==> src/rtl/sdram_port_arbiter.sv <==
// sdram_port_arbiter
// Shares the single user port of the SDRAM controller between the PRG
// requester (CPU side, read/write) and the CHR requester (PPU side, read-only).
// Requests are held off until the controller first reports ready. The arbiter
// relocates CHR addresses to CHR_BASE, alternates grants round-robin when both
// ports contend, and returns read data on a per-port register.
module sdram_port_arbiter #(
    parameter int                ADDR_W   = 21,
    parameter int                PRG_AW   = 15,
    parameter int                CHR_AW   = 13,
    parameter logic [ADDR_W-1:0] CHR_BASE = 21'h08000
) (
    input  logic              clk,
    input  logic              rst_n,

    input  logic              prg_req,
    input  logic              prg_wren,
    input  logic [PRG_AW-1:0] prg_addr,
    input  logic [7:0]        prg_wdata,
    output logic [7:0]        prg_rdata,
    output logic              prg_ack,

    input  logic              chr_req,
    input  logic [CHR_AW-1:0] chr_addr,
    output logic [7:0]        chr_rdata,
    output logic              chr_ack,

    output logic [ADDR_W-1:0] mem_address,
    output logic [7:0]        to_mem,
    input  logic [7:0]        from_mem,
    output logic              mem_req,
    output logic              mem_wren,
    input  logic              mem_ready,
    output logic              init_done
);

    localparam logic [1:0] ST_INIT     = 2'd0;
    localparam logic [1:0] ST_IDLE     = 2'd1;
    localparam logic [1:0] ST_WAIT_LOW = 2'd2;
    localparam logic [1:0] ST_BUSY     = 2'd3;

    logic [1:0] state;
    logic       last_chr;   // 1 when the most recently completed access was CHR
    logic       grant_chr;  // port owning the access currently in flight
    logic       prg_pend;
    logic       chr_pend;
    logic       pick_chr;

    // CHR space lives at a fixed SDRAM offset; the sum wraps at ADDR_W bits.
    function automatic logic [ADDR_W-1:0] map_chr(input logic [CHR_AW-1:0] a);
        return CHR_BASE + ADDR_W'(a);
    endfunction

    function automatic logic [ADDR_W-1:0] map_prg(input logic [PRG_AW-1:0] a);
        return ADDR_W'(a);
    endfunction

    // Pending requests and round-robin pick. A port's req is ignored during its
    // own ack cycle, because that level still belongs to the access just served.
    always_comb begin
        prg_pend = prg_req & ~prg_ack;
        chr_pend = chr_req & ~chr_ack;
        pick_chr = chr_pend & (~prg_pend | ~last_chr);
    end

    // Arbitration FSM, controller handshake and per-port read data registers.
    always_ff @(posedge clk or negedge rst_n) begin
        if (!rst_n) begin
            state       <= ST_INIT;
            last_chr    <= 1'b1;
            grant_chr   <= 1'b0;
            init_done   <= 1'b0;
            mem_req     <= 1'b0;
            mem_wren    <= 1'b0;
            mem_address <= '0;
            to_mem      <= '0;
            prg_ack     <= 1'b0;
            chr_ack     <= 1'b0;
            prg_rdata   <= '0;
            chr_rdata   <= '0;
        end else begin
            mem_req <= 1'b0;
            prg_ack <= 1'b0;
            chr_ack <= 1'b0;
            case (state)
                ST_INIT: begin
                    if (mem_ready) begin
                        init_done <= 1'b1;
                        state     <= ST_IDLE;
                    end
                end
                ST_IDLE: begin
                    if (mem_ready && (prg_pend || chr_pend)) begin
                        grant_chr <= pick_chr;
                        mem_req   <= 1'b1;
                        state     <= ST_WAIT_LOW;
                        if (pick_chr) begin
                            mem_address <= map_chr(chr_addr);
                            mem_wren    <= 1'b0;
                        end else begin
                            mem_address <= map_prg(prg_addr);
                            mem_wren    <= prg_wren;
                            to_mem      <= prg_wdata;
                        end
                    end
                end
                ST_WAIT_LOW: begin
                    if (!mem_ready) begin
                        state <= ST_BUSY;
                    end
                end
                ST_BUSY: begin
                    if (mem_ready) begin
                        if (grant_chr) begin
                            chr_rdata <= from_mem;
                            chr_ack   <= 1'b1;
                        end else begin
                            if (!mem_wren) begin
                                prg_rdata <= from_mem;
                            end
                            prg_ack <= 1'b1;
                        end
                        last_chr <= grant_chr;
                        state    <= ST_IDLE;
                    end
                end
                default: state <= ST_INIT;
            endcase
        end
    end

endmodule

==> config.mk <==
export PLATFORM = sky130hd
export DESIGN_NAME = sdram_port_arbiter
export DESIGN_NICKNAME = d
export VERILOG_FILES = /design/src/rtl/sdram_port_arbiter.sv
export SDC_FILE = /design/constraint.sdc
export NUM_CORES = 1
export LEC_CHECK = 0
export ABC_CLOCK_PERIOD_IN_PS = 1930
export CAP_MARGIN = 15
export CELL_PAD_IN_SITES_DETAIL_PLACEMENT = 1
export CELL_PAD_IN_SITES_GLOBAL_PLACEMENT = 1
export CORE_MARGIN = 4
export CORE_UTILIZATION = 32
export CTS_BUF_LIST = sky130_fd_sc_hd__clkbuf_8
export DETAILED_ROUTE_END_ITERATION = 8
export PLACE_DENSITY = 0.83
export SYNTH_ARGS = -nofsm -noshare
export SYNTH_HDL_FRONTEND = slang
export SYNTH_SLANG_ARGS = --single-unit
==> constraint.sdc <==
create_clock -name clk -period 1.93 [get_ports clk]
set_input_delay 0.193 -clock clk [delete_from_list [all_inputs] [get_ports clk]]
set_output_delay 0.193 -clock clk [all_outputs]
set_load 0.02 [all_outputs]
==> summary.txt <==
H-tree lvl count -> 2
Async set-or-reset flop fraction in the synthesized netlist -> 1.00
Met2 GRT Util -> 0.238
Unrepaired setup endpoints after global routing -> false
Post-synthesis cell area -> 2150 um^2
Final period util -> 0.929
Die area -> 8110 um^2
Max Cap Viol -> 0
Initial Util -> 0.333
Cell type with the highest aggregate area in the netlist -> dfrtp_1
Final setup TNS -> 0 ns
Die width -> 90.0 um
Final setup fails -> 0
Fin Clk Skew -> 0.0102 ns
Clk buf depth -> 2
M1 GR Usage -> 0.178
Post-synth EDFFs -> 0
Syn Area/Cell -> 12.2 um^2
Crit path arrival time -> 1.98 ns
Core Region -> 6460 um^2
WL final -> 5.62 mm
Post-DRT Antenna Nets -> 0
Y dimension of the die -> 90.0 um
CTS tree -> built
Resized cells post-CTS -> 0
Synthesis-to-layout area growth -> 50.1%
R2R setup slack -> 0.14 ns
CP startpoint kind -> flip-flop
Gr busiest metal -> met2
Vias per cell -> 4.65
Via count -> 1,641
Synth top area cells -> dfrtp_1, mux2_2, a21oi_1
Antenna Cells -> 0
VDD IR max -> 0.701 mV
Most frequent cell after synthesis -> dfrtp_1
Final worst setup slack -> 0.137 ns
Post-CTS setup buffer count -> 0
Final hold viol count -> 0
Clk sinks -> 48
Post-DP HPWL -> 4.32 mm
Pwr Density -> 1570 nW/um^2
Pleak -> 1.39 nW
Post-Synthesis Cells -> 176
Share of cells above drive strength 1 -> 0.185
Clk_lat worst skew -> 0.30 ns
Synthesis Warnings -> 0
Post-Place Setup Slack -> 0.0681 ns
DRC -> 0
NumNets Final -> 329
CP Max Fanout -> 10
Worst path slowest cell -> dfrtp_1
Initial drt markers -> 43
First-pass GRT wire length -> 9.43 mm
Seq/Total Area, Yosys -> 0.558
Max Fclk -> 558 MHz
GRT Util Overall -> 0.142
Total gr overflow -> 0
Vias in the first global route -> 1,789
Crit path cell chain -> inv_1 -> ha_1 -> nand2_1 -> a21o_4 -> nor2_4 -> mux2_2
Crit. End Element -> flip-flop
Pin count of the biggest net entering global routing -> 25
Ports -> 100
Minimum clock period -> 1.79 ns
Synth unique cells -> 30
DRT Pass-1 Iters -> 2
Worst Path Class, Setup -> flip-flop to flip-flop
Global placement routability congestion -> 0.772
Initial antenna violation count -> 0
Min-Delay Path Class -> input port to async pin
Status -> finished, final reports clean
Rows -> 29
Clock buffer count from CTS -> 5
Post-detailed-route wirelength per cell -> 15.9 um
Seq cells post-synth -> 48
Met3 GRT Util -> 0.0518
Main synth FF type -> dfrtp_1
Fill cell count -> 696
Slew Viols, Final -> 0
CP peak stage delay -> 0.41 ns
Quantity of I/O buffers inserted on ports -> 94
Clock slew at the register clock pins of the worst setup and hold paths -> 0.10 ns
CP required -> 2.12 ns
CTS root buf -> clkbuf_8
Post-synth top area share -> 0.546
Top cells by count, synth -> dfrtp_1, a21oi_1, nand2_1
## logic make-up after synthesis
kind of cell / synth area share
flops: 0.558
fa+ha+maj: 0.0232
simple gates: 0.0970
buf+inv: 0.0628
mux: 0.138
compound gates: 0.119
other cells: 0.00174
## sequential cells by signal (all words and copies together), names as in the netlist
name         cells
prg_rdata        8
prg_ack          1
to_mem           8
mem_req          1
init_done        1
state            2
chr_rdata        8
mem_address     16
last_chr         1
mem_wren         1
chr_ack          1
## worst paths after layout
kind	endpoint	start	cells past startpoint
setup / recovery	to_mem[0]	state[1]	6
hold / removal	init_done	rst_n	2
setup reg to reg	to_mem[0]	state[1]	6
hold reg to reg	init_done	init_done	1
max in group asynchronous	prg_rdata[2]	rst_n	3
min in group clk	mem_address[6]	prg_addr[6]	3
## per-stage QoR
stage                     std cells   util  instance area [um^2]  power, mW  hold WS (ns)
after floorplan                 180      -                  2170       3.26        -0.103
after global placement          344  0.485                  3130       4.44        0.0944
after detailed placement        344  0.485                  3130       4.52        0.0892
after CTS                       353  0.501                  3230       5.16         0.307
after global routing            353  0.501                  3230       5.41         0.331
final                           353  0.501                  3230       5.06         0.295
## final cells by class
| class | count | area (um^2) | share of cell area |
|---|---|---|---|
| inverter | 4 | 20.0 | 0.00619 |
| clock inverter | 3 | 23.8 | 0.00735 |
| multi-input combinational | 115 | 831 | 0.257 |
| clock buffer | 5 | 68.8 | 0.0213 |
| tap | 77 | 96.3 | 0.0298 |
| timing repair buffer | 101 | 991 | 0.307 |
| sequential | 48 | 1200 | 0.372 |
## worst max-delay path, delay by kind of cell (launching register included)
kind	cells	cell delay [ns]
AO/OA/AOI/OAI	1	0.20
adder cells (fa/ha/maj)	1	0.22
buffers and inverters	1	0.10
flip-flops	1	0.41
multiplexers	1	0.38
AND/OR/NAND/NOR	2	0.38
## where the power goes
part | total, mW | leakage (nW) | internal, mW | switching [mW]
Combinational | 2.66 | 0.784 | 1.37 | 1.29
Clock | 0.604 | 0.0404 | 0.257 | 0.347
Sequential | 1.80 | 0.565 | 1.50 | 0.299
Total | 5.06 | 1.39 | 3.13 | 1.94
## layout by cell type, fill, tap and decap left out, types with 2 or more instances in the layout
cell type / n
o21ai_0: 5
a21oi_1: 27
dfrtp_1: 47
nand2b_4: 2
a22o_1: 3
clkinv_4: 2
mux2_2: 17
nand2_1: 19
conb_1: 5
clkinvlp_4: 2
clkbuf_8: 5
inv_1: 3
ha_1: 4
buf_4: 6
clkdlybuf4s50_1: 93
mux2_4: 7
nor2_1: 14
## per-layer routing
| layer | part of all wire | wire length (um) |
|---|---|---|
| met5 | 0 | 0 |
| met4 | 0.0053 | 30 |
| met3 | 0.068 | 384 |
| met2 | 0.50 | 2830 |
| met1 | 0.42 | 2380 |
## what timing repair did
action	in CTS	in global routing
hold buffers	1	0
endpoints found under the setup margin	0	1
endpoints found under the hold margin	9	0
Note: power is estimated with default switching activity, not from simulation.
==> edit, RTL diff (same flow settings) <==
The parameter `PRG_AW` goes from 15 to 16.
--- a/src/rtl/sdram_port_arbiter.sv
+++ b/src/rtl/sdram_port_arbiter.sv
@@ -6,7 +6,7 @@
 // ports contend, and returns read data on a per-port register.
 module sdram_port_arbiter #(
     parameter int                ADDR_W   = 21,
-    parameter int                PRG_AW   = 15,
+    parameter int                PRG_AW   = 16,
     parameter int                CHR_AW   = 13,
     parameter logic [ADDR_W-1:0] CHR_BASE = 21'h08000
 ) (
Ports: changed (resized prg_addr); port bits go from 100 to 101. No check against the original RTL was run, so the function may have changed too.
==> edit against the original RTL <==
- non-clock buffer count rose by 4
- design area grew 2.6%
- setup slack gained 0.035 ns
- maximum frequency grew 2.0%
- clock skew rose by 0.0033 ns
- sequential cell count rose by 1
- global-route usage rose by 1.2 points
- power grew 4.3%
- area after synthesis grew 0.99%
- largest cell class unchanged
- routed wire length up 6.3%
- critical path type unchanged
==> edit: results (changes against the original RTL) <==
Logic synthesis
  – Mean area per synthesized cell: 12.1 µm² (-0.70%)
  – Multiplexer area fraction after synthesis: 13.5% (-0.31 points)
  – List of most frequent post-synthesis cells: 48 x sky130_fd_sc_hd__dfrtp_1, 28 x sky130_fd_sc_hd__a21oi_1, 19 x sky130_fd_sc_hd__nand2_1, 18 x sky130_fd_sc_hd__mux2_2, 15 x sky130_fd_sc_hd__nor2_1
  – Register area share after synthesis: 56.4% (+0.60 points)
  – Area fraction in compound gates after synthesis: 12.0% (+0.056 points)
  – Main area contributors after synthesis: sky130_fd_sc_hd__dfrtp_1 55%, sky130_fd_sc_hd__mux2_2 9.3%, sky130_fd_sc_hd__a21oi_1 6.4%
  – Post-synthesis share of cell area spent on full adders, half adders and majority gates: 2.30% (-0.023 points)
  – Count of cell types in the netlist: 29 (-3.3%)

Finish
  – Final #Nets: 338 (+2.7%)
  – Fill cells: 694 (-0.29%)
  – Fraction of final layout cells with drive strength greater than 1: 18.3% (-0.17 points)

Placed design
  – Global placer's final weighted congestion: 0.694 (-10%)
  – Number of port buffers: 95 (+1.1%)
  – Placement-stage cell area: 3200 µm² (+2.1%)
  – Detailed placer's ending HPWL: 4550 µm (+5.5%)
  – Cell total after placement: 352 (+2.3%)

Routing
  – Total wirelength of the detailed-routed design: 5970 µm (+6.3%)
  – Iteration-0 DRC Markers: 32 (-26%)
  – Number of search-and-repair iterations in the first detailed-routing pass: 4 (+2)
  – Per-cell routed wire length: 16.5 µm (+3.9%)
  – Vias: 1714 (+4.4%)

GRT
  – Pin count of the biggest net entering global routing: 26 (+4.0%)
  – Global routing met2 resource utilization: 27.3% (+3.5 points)
  – First-pass GRT wire length: 10200 µm (+8.6%)
  – Overall global routing resource usage: 15.4% (+1.2 points)
  – GR Util met3: 4.75% (-0.43 points)
  – M1 GR Usage: 18.8% (+1.1 points)
  – Vias in the first global route: 2022 (+13%)

Power and ir drop
  – IR Drop Worst-Case VDD: 877 µV (+25%)
  – Static leakage: 1.44 nW (+3.9%)

Worst setup path
  – CP Max Fanout: 5 (-5)
  – Endpoint arrival time on the critical path: 1.95 ns (-0.03 ns)

Clock network
  – CTS clk-pin slew, worst paths: 0.10 ns (about the same)

Outcome
  – Outcome: finished clean

STA
  – Worst clock skew: 0.0135 ns (+0.00329 ns)
==> edit: per-stage QoR <==
step | worst slack, ns | hold WS (ns)
after floorplan | 0.333 | -0.103
after global placement | 0.152 | 0.220
after detailed placement | 0.107 | 0.224
after CTS | 0.144 | 0.438
after global routing | 0.0642 | 0.444
final | 0.172 | 0.417
==> edit: where the power goes <==
group	leakage [nW]	internal, W	switching, W
Sequential	0.575	0.00153	0.000324
Combinational	0.809	0.00139	0.00131
Clock	0.0595	0.000384	0.000349
==> edit: what timing repair did <==
action / CTS / global route
endpoints found under the setup margin: 0 / 0
hold endpoints to repair: 22 / 0
hold buffers: 1 / 0
==> edit: cell type report <==
type / count / area, µm² / share of cell area [%]
clock inverter: 3 / 42.5 / 1.28
multi-input combinational: 117 / 835 / 25.2
tap: 77 / 96.3 / 2.90
inverter: 5 / 23.8 / 0.717
sequential: 49 / 1230 / 37.0
timing repair buffer: 105 / 1020 / 30.9
clock buffer: 5 / 68.8 / 2.07
==> edit: cells by family after synthesis <==
family          count (synthesis)
mux                            24
flops                          49
fa+ha+maj                       4
buf+inv                        17
other cells                     1
compound gates                 43
simple gates                   41
==> edit: worst max-delay path: cells and delay by family, from the launching register on <==
family / cells / cell delay, ns
compound gates: 1 / 0.19
fa+ha+maj: 1 / 0.21
buf+inv: 2 / 0.28
flops: 1 / 0.41
mux: 1 / 0.30
simple gates: 2 / 0.24
==> edit: per-layer routing <==
metal	routed length [µm]	share of wire, %
met5	0	0
met4	25	0.42
met3	373	6.2
met2	3070	51
met1	2500	42
==> edit: path summary, 6_finish.rpt <==
kind	startpoint	to	slack (ns)	cells past startpoint
max in group asynchronous	rst_n	prg_rdata[7]$_DFFE_PN0P_	0.91	3
min	rst_n	state[0]$_DFFE_PN0P_	0.42	2
min in group clk	prg_addr[15]	mem_address[15]$_DFFE_PN0P_	0.44	3
min reg2reg	init_done$_DFFE_PN0P_	init_done$_DFFE_PN0P_	0.48	1
max	state[1]$_DFFE_PN0P_	to_mem[7]$_DFFE_PN0P_	0.17	7
max reg2reg	state[1]$_DFFE_PN0P_	to_mem[7]$_DFFE_PN0P_	0.17	7
